**src/rtl/x2_vector_sweeper_pkg.sv**
```systemverilog
// x2_sweep_pkg: shared state type, default widths and the masked output compare
// Contents: X2_NI/X2_NO default widths, state_t (IDLE/RUN/DONE), masked_match()
package x2_sweep_pkg;
    localparam int X2_NI = 10;
    localparam int X2_NO = 7;
    typedef enum logic [1:0] {IDLE, RUN, DONE} state_t;
    function automatic logic masked_match(input logic [X2_NO-1:0] f, input logic [X2_NO-1:0] target, input logic [X2_NO-1:0] mask);
        return ((f ^ target) & mask) == '0;
    endfunction
endpackage

```
**src/rtl/x2_vector_sweeper_if.sv**
```systemverilog
// x2_vector_sweeper_if: control, result and core-facing signals of the vector sweeper
// Signals: start/mode/target/mask (control in), x_out/f_in (core drive/response),
//          busy/done/found/found_vec/match_cnt (status/results)
// Modports: master = controller/integration side, slave = sweeper
interface x2_vector_sweeper_if import x2_sweep_pkg::*; #(
    parameter int NI = X2_NI,
    parameter int NO = X2_NO
) ();
    logic          start;
    logic          mode;
    logic [NO-1:0] target;
    logic [NO-1:0] mask;
    logic [NI-1:0] x_out;
    logic [NO-1:0] f_in;
    logic          busy;
    logic          done;
    logic          found;
    logic [NI-1:0] found_vec;
    logic [NI:0]   match_cnt;
    modport master (
        output start, mode, target, mask, f_in,
        input  x_out, busy, done, found, found_vec, match_cnt
    );
    modport slave (
        input  start, mode, target, mask, f_in,
        output x_out, busy, done, found, found_vec, match_cnt
    );
endinterface

```
**src/rtl/x2_vector_sweeper.sv**
```systemverilog
// x2_vector_sweeper: enumerates every core input vector, counts masked output matches
// Ports: clk, rst (sync, active-high), bus (x2_vector_sweeper_if.slave)
// Params: NI core inputs, NO core outputs, HOLD cycles per vector before sampling f_in
module x2_vector_sweeper import x2_sweep_pkg::*; #(
    parameter int NI   = X2_NI,
    parameter int NO   = X2_NO,
    parameter int HOLD = 1
) (
    input logic                clk,
    input logic                rst,
    x2_vector_sweeper_if.slave bus
);
    localparam int HW = HOLD > 1 ? $clog2(HOLD) : 1;
    state_t        state;
    logic [HW-1:0] hold_cnt;
    logic          mode_q;
    logic [NO-1:0] target_q;
    logic [NO-1:0] mask_q;
    logic          hit;
    // x_out doubles as the sweep vector register, so the core sees a registered drive
    assign hit = masked_match(bus.f_in, target_q, mask_q);
    always_ff @(posedge clk) begin
        if (rst) begin
            state         <= IDLE;
            hold_cnt      <= '0;
            mode_q        <= 1'b0;
            target_q      <= '0;
            mask_q        <= '0;
            bus.x_out     <= '0;
            bus.busy      <= 1'b0;
            bus.done      <= 1'b0;
            bus.found     <= 1'b0;
            bus.found_vec <= '0;
            bus.match_cnt <= '0;
        end else begin
            bus.done <= 1'b0;
            case (state)
                IDLE: if (bus.start) begin
                    state         <= RUN;
                    hold_cnt      <= '0;
                    mode_q        <= bus.mode;
                    target_q      <= bus.target;
                    mask_q        <= bus.mask;
                    bus.x_out     <= '0;
                    bus.busy      <= 1'b1;
                    bus.found     <= 1'b0;
                    bus.found_vec <= '0;
                    bus.match_cnt <= '0;
                end
                RUN: if (hold_cnt == HW'(HOLD - 1)) begin
                    if (hit) begin
                        bus.match_cnt <= bus.match_cnt + 1'b1;
                        if (!bus.found) begin
                            bus.found     <= 1'b1;
                            bus.found_vec <= bus.x_out;
                        end
                    end
                    // terminal vector always exits, so the vector never wraps
                    if ((mode_q && hit) || bus.x_out == '1) begin
                        state    <= DONE;
                        bus.busy <= 1'b0;
                        bus.done <= 1'b1;
                    end else begin
                        bus.x_out <= bus.x_out + 1'b1;
                        hold_cnt  <= '0;
                    end
                end else begin
                    hold_cnt <= hold_cnt + 1'b1;
                end
                DONE: begin
                    state     <= IDLE;
                    bus.x_out <= '0;
                end
                default: state <= IDLE;
            endcase
        end
    end
endmodule

```
**src/flat_wrapper.sv**
```systemverilog
// flat-port wrapper written by rule: the top's interface ports become plain ports
module x2_vector_sweeper_flat import x2_sweep_pkg::*;
#(
    parameter int NI   = X2_NI,
    parameter int NO   = X2_NO,
    parameter int HOLD = 1
)
  (clk, rst, bus_start, bus_mode, bus_target, bus_mask, bus_f_in, bus_x_out, bus_busy, bus_done, bus_found, bus_found_vec, bus_match_cnt);
  x2_vector_sweeper_if #(.NI(NI), .NO(NO)) bus_i ();
  input logic clk;
  input logic rst;
  input wire logic [$bits(bus_i.start)-1:0] bus_start;
  input wire logic [$bits(bus_i.mode)-1:0] bus_mode;
  input wire logic [$bits(bus_i.target)-1:0] bus_target;
  input wire logic [$bits(bus_i.mask)-1:0] bus_mask;
  input wire logic [$bits(bus_i.f_in)-1:0] bus_f_in;
  output wire logic [$bits(bus_i.x_out)-1:0] bus_x_out;
  output wire logic [$bits(bus_i.busy)-1:0] bus_busy;
  output wire logic [$bits(bus_i.done)-1:0] bus_done;
  output wire logic [$bits(bus_i.found)-1:0] bus_found;
  output wire logic [$bits(bus_i.found_vec)-1:0] bus_found_vec;
  output wire logic [$bits(bus_i.match_cnt)-1:0] bus_match_cnt;
  assign bus_i.start = bus_start;
  assign bus_i.mode = bus_mode;
  assign bus_i.target = bus_target;
  assign bus_i.mask = bus_mask;
  assign bus_i.f_in = bus_f_in;
  assign bus_x_out = bus_i.x_out;
  assign bus_busy = bus_i.busy;
  assign bus_done = bus_i.done;
  assign bus_found = bus_i.found;
  assign bus_found_vec = bus_i.found_vec;
  assign bus_match_cnt = bus_i.match_cnt;
  x2_vector_sweeper #(.NI(NI), .NO(NO), .HOLD(HOLD)) u_core (.clk(clk), .rst(rst), .bus(bus_i));
endmodule
```
**config.mk**
```make
export PLATFORM = sky130hd
export DESIGN_NAME = x2_vector_sweeper_flat
export DESIGN_NICKNAME = d
export VERILOG_FILES = /design/src/rtl/x2_vector_sweeper_pkg.sv /design/src/rtl/x2_vector_sweeper_if.sv /design/src/rtl/x2_vector_sweeper.sv /design/src/flat_wrapper.sv
export SDC_FILE = /design/constraint.sdc
export NUM_CORES = 1
export LEC_CHECK = 0
export CAP_MARGIN = 30
export CORE_ASPECT_RATIO = 1.5
export CORE_MARGIN = 4
export CORE_UTILIZATION = 40
export CTS_CLUSTER_SIZE = 28
export DETAILED_ROUTE_END_ITERATION = 8
export PLACE_DENSITY = 0.74
export SETUP_SLACK_MARGIN = 0.15
export SYNTH_ARGS = -nofsm -noshare
export SYNTH_HDL_FRONTEND = slang
export SYNTH_SLANG_ARGS = --single-unit
```
**constraint.sdc**
```tcl
create_clock -name clk -period 2.9 [get_ports clk]
set_input_delay 0.725 -clock clk [delete_from_list [all_inputs] [get_ports clk]]
set_output_delay 0.725 -clock clk [all_outputs]
set_load 0.05 [all_outputs]
```
==> summary.md <==
| Metric | Value |
|---|---|
| Status | finished clean |
| Input/output buffers | between 50 and 60 |
| Post-Place Worst Slack | 0.08589 ns |
| Netlist cell types | 34 |
| Slack of the worst reg-to-reg path | ~0.85 ns |
| Routed Wire Length | ~5.7 mm |
| Max layer used | met4 |
| Total Die Area | 0.006992 sq mm |
| Initial Util | 41.49% |
| Die W | around 70 um |
| Synthesized instance count | between 200 and 300 |
| Layout Cells excl Fill | slightly above 400 |
| Crit-path slowest cell | a222oi_1 |
| Tot GR Track Use | approximately 17% |
| Die H | between 100 and 150 um |
| RSZ-0062 raised after global routing | no |
| Root buf cell | clkbuf_8 |
| Final Hold Vio Count | 0 |
| Min cycle time layout | 2.489 ns |
| DRC violations left | 0 |
| Cts repair resizes | 0 |
| Setup violators final | 0 |
| Syn nets | between 300 and 400 |
| RD Place Congestion | between 0.8 and 0.9 |
| Flops & latches, synth | slightly above 50 |
| Final worst slack | slightly above 0.4 ns |
| Cell Rows | 33 |
| CP Class | in2reg |
| Worst EP arrival | roughly 2.7 ns |
| HP Start | u_core.mask_q[4]$_SDFFE_PP0P_ |
| Share of cells above drive strength 1 | under 10% |
| Clock slew at reported path FFs | 0.09 ns |
| R2R depth | 6 |
| Post-synthesis sequential area ratio | 44.81% |
| HPWL Detailed | around 4.2 mm |
| H-Tree Depth | 2 |
| EDFF count, synth | 0 |
| Metal3 WL | 222 um |
| Max Buffers Root-to-Sink | 2 |
| Pwr dens | around 470 mW/mm^2 |
| Tcrit/Tclk final | roughly 86% |
| GR Overflow Total | 0 |
| Max incr delay on CP | roughly 0.42 ns |
| TritonCTS clock tree | yes |
| Number of global-route vias before repair | 2,121 |
| Ys async rst share | 0% |
| Initial antenna violation count | 0 |
| Maximum vdd drop | approximately 0.22 mV |
| Routed metal-1 wirelength | between 2 and 3 mm |
| Critical R2R Capture | u_core.bus.x_out[5]$_SDFFE_PP0P_ |
| Hold Crit Depth | 2 |
| Hold EP | u_core.mask_q[4]$_SDFFE_PP0P_ |
| Routed vias/inst | between 5 and 6 |
| Synth Cell Area | ~0.0023 sq mm |
| Post-synth top flop | dfxtp_1 |
| Max_cap viols | 0 |
| Clock Latency Late Sink | ~0.30 ns |
| Slew Limit Headroom | roughly three fifths |
| Core ar. | around 0.0055 sq mm |
| Syn. warnings | 0 |
| Least-Margin Pin Slew | 0.5971 ns |
| Antenna cells | 0 |
| CP cell instances | clkdlybuf4s50_1 > xor2_1 > a222oi_1 > buf_4 > nand4_1 > nand3_1 > mux2i_1 |
| Sum Neg Setup Slack | 0 ns |
| Placed Cells | roughly 400 |
| CP startpoint kind | input pin |
| Mapped Avg Cell Area | roughly 8 sq um |
| Critical Path Fanout Max | 10 |
| CTS buffer count | 5 |
| CP Data Required Time | approximately 3.1 ns |
| R2R Path Start | u_core.bus.x_out[0]$_SDFFE_PP0P_ |
| Routed length per instance | 14.11 um |
| Syn-to-layout area delta | 33.99% |
| Clock skew | about 0.011 ns |
| Post-CTS setup buffers | 0 |
| HP Class | reg2reg |
| Met2 wire length | between 2 and 3 mm |
| 1st-iter DRT viols | 200 |
| CTS Hold Bufs | 0 |
| Clk sinks | 51 |
| Setup crit start | bus_f_in[4] |
| Antenna Nets Post-Route | 0 |
| Nets | 361 |
| Largest net degree at the start of global routing | 28 |
| First-pass GRT wire length | roughly 9.5 mm |
| Filler cell count | about 530 |
| Drt pass-1 iters | 4 |
| Crit end category | flop |
| Max-slew violation count | 0 |
| Fmax | around 400 MHz |
| I/O pin count | 59 |
| Via Count | 2,219 |
| Leakage | approximately 0.0010 uW |
placed cells by master (no fill, tap or decap), drive strengths merged, types with 5 or more instances in the layout:
| cell | count |
|---|---|
| nand4 | 6 |
| xor2 | 7 |
| clkdlybuf4s50 | 58 |
| o211ai | 16 |
| dfxtp | 51 |
| nand3 | 28 |
| or4 | 7 |
| buf | 9 |
| or3 | 6 |
| nand2 | 43 |
| a31oi | 5 |
| a21oi | 39 |
| clkbuf | 6 |
layer usage:
layer  GRT usage, %  vias to the layer above
met5              0                        -
met4          7.080                        0
met3          3.908                        6
met2          28.75                       56
met1          19.65                     1025
li1               -                     1132
how the worst max path moves through the flow:
| stage | to | slack (ns) | cells past startpoint |
|---|---|---|---|
| 6_report | u_core.bus.x_out[2]$_SDFFE_PP0P_ | 0.41 | 7 |
| 5_1_grt | u_core.bus.match_cnt[8]$_SDFFE_PP0P_ | 0.27 | 7 |
| 4_1_cts | u_core.bus.match_cnt[2]$_SDFFE_PP0P_ | 0.39 | 8 |
| 3_5_place_dp | u_core.bus.match_cnt[8]$_SDFFE_PP0P_ | 0.09 | 7 |
| 3_3_place_gp | u_core.bus.match_cnt[8]$_SDFFE_PP0P_ | 0.09 | 7 |
| 2_1_floorplan | u_core.bus.match_cnt[10]$_SDFFE_PP0P_ | 0.54 | 6 |
critical path, delay by kind of cell:
kind	cells	cell delay (ns)
simple gates	2	0.63
compound gates	1	0.42
mux	1	0.19
buf+inv	2	0.60
xor+xnor	1	0.14
Yosys cell counts (3+ instances only):
cell type  number  area share, %
a21oi_1        39            8.6
a31oi_1         5            1.4
and4_1          4            1.5
clkbuf_1       17            2.8
dfxtp_1        51             45
inv_1           3           0.49
mux2i_1         3            1.3
nand2_1        43            7.1
nand2b_1        3           0.82
nand3_1        28            6.2
nand4_1         6            1.6
nor2_1          4           0.66
nor2b_1         3           0.82
nor3_1          3           0.66
o211ai_1       16            5.3
o21ai_0         3           0.66
o31ai_1         3           0.99
or2_2           4            1.1
or3_1           6            1.6
or4_1           7            2.3
xor2_1          7            2.7
registers in the layout, summed over array words and instances (netlist names), 2 cells and up:
name	flops
u_core.target_q	7
u_core.mask_q	7
u_core.state	2
u_core.bus.found_vec	10
u_core.bus.x_out	10
u_core.bus.match_cnt	11
power by group:
group	internal (uW)	switching, uW
registers	722	15.5
logic	83.9	130
clock network	253	217
through the flow:
stage / utilization, % / instance area, sq um / total power (uW) / hold WS, ns
2_1_floorplan: - / 2278 / 879.8 / 0.4357
3_3_place_gp: 53.73 / 2950 / 964.8 / 0.4449
3_5_place_dp: 53.73 / 2950 / 967.1 / 0.4515
4_1_cts: 55.59 / 3053 / 1439 / 0.4644
5_1_grt: 55.59 / 3053 / 1478 / 0.4873
6_report: 55.59 / 3053 / 1421 / 0.4610
cell families after synthesis:
| logic type | Yosys count | share of synthesized area [%] |
|---|---|---|
| flops | 51 | 44.81 |
| compound gates | 77 | 20.70 |
| simple gates | 116 | 25.92 |
| fa+ha+maj | 2 | 1.098 |
| buf+inv | 21 | 3.459 |
| xor+xnor | 7 | 2.691 |
| mux | 3 | 1.318 |
cell type report:
| class | count | area [sq um] | area share, % |
|---|---|---|---|
| clock buffer | 6 | 72.57 | 2.377 |
| sequential | 51 | 1021 | 33.44 |
| inverter | 4 | 15.01 | 0.4918 |
| clock inverter | 1 | 30.03 | 0.9836 |
| timing repair buffer | 67 | 648.1 | 21.23 |
| multi-input combinational | 205 | 1179 | 38.61 |
| tap | 70 | 87.58 | 2.869 |
(Power assumes the default switching activity.)
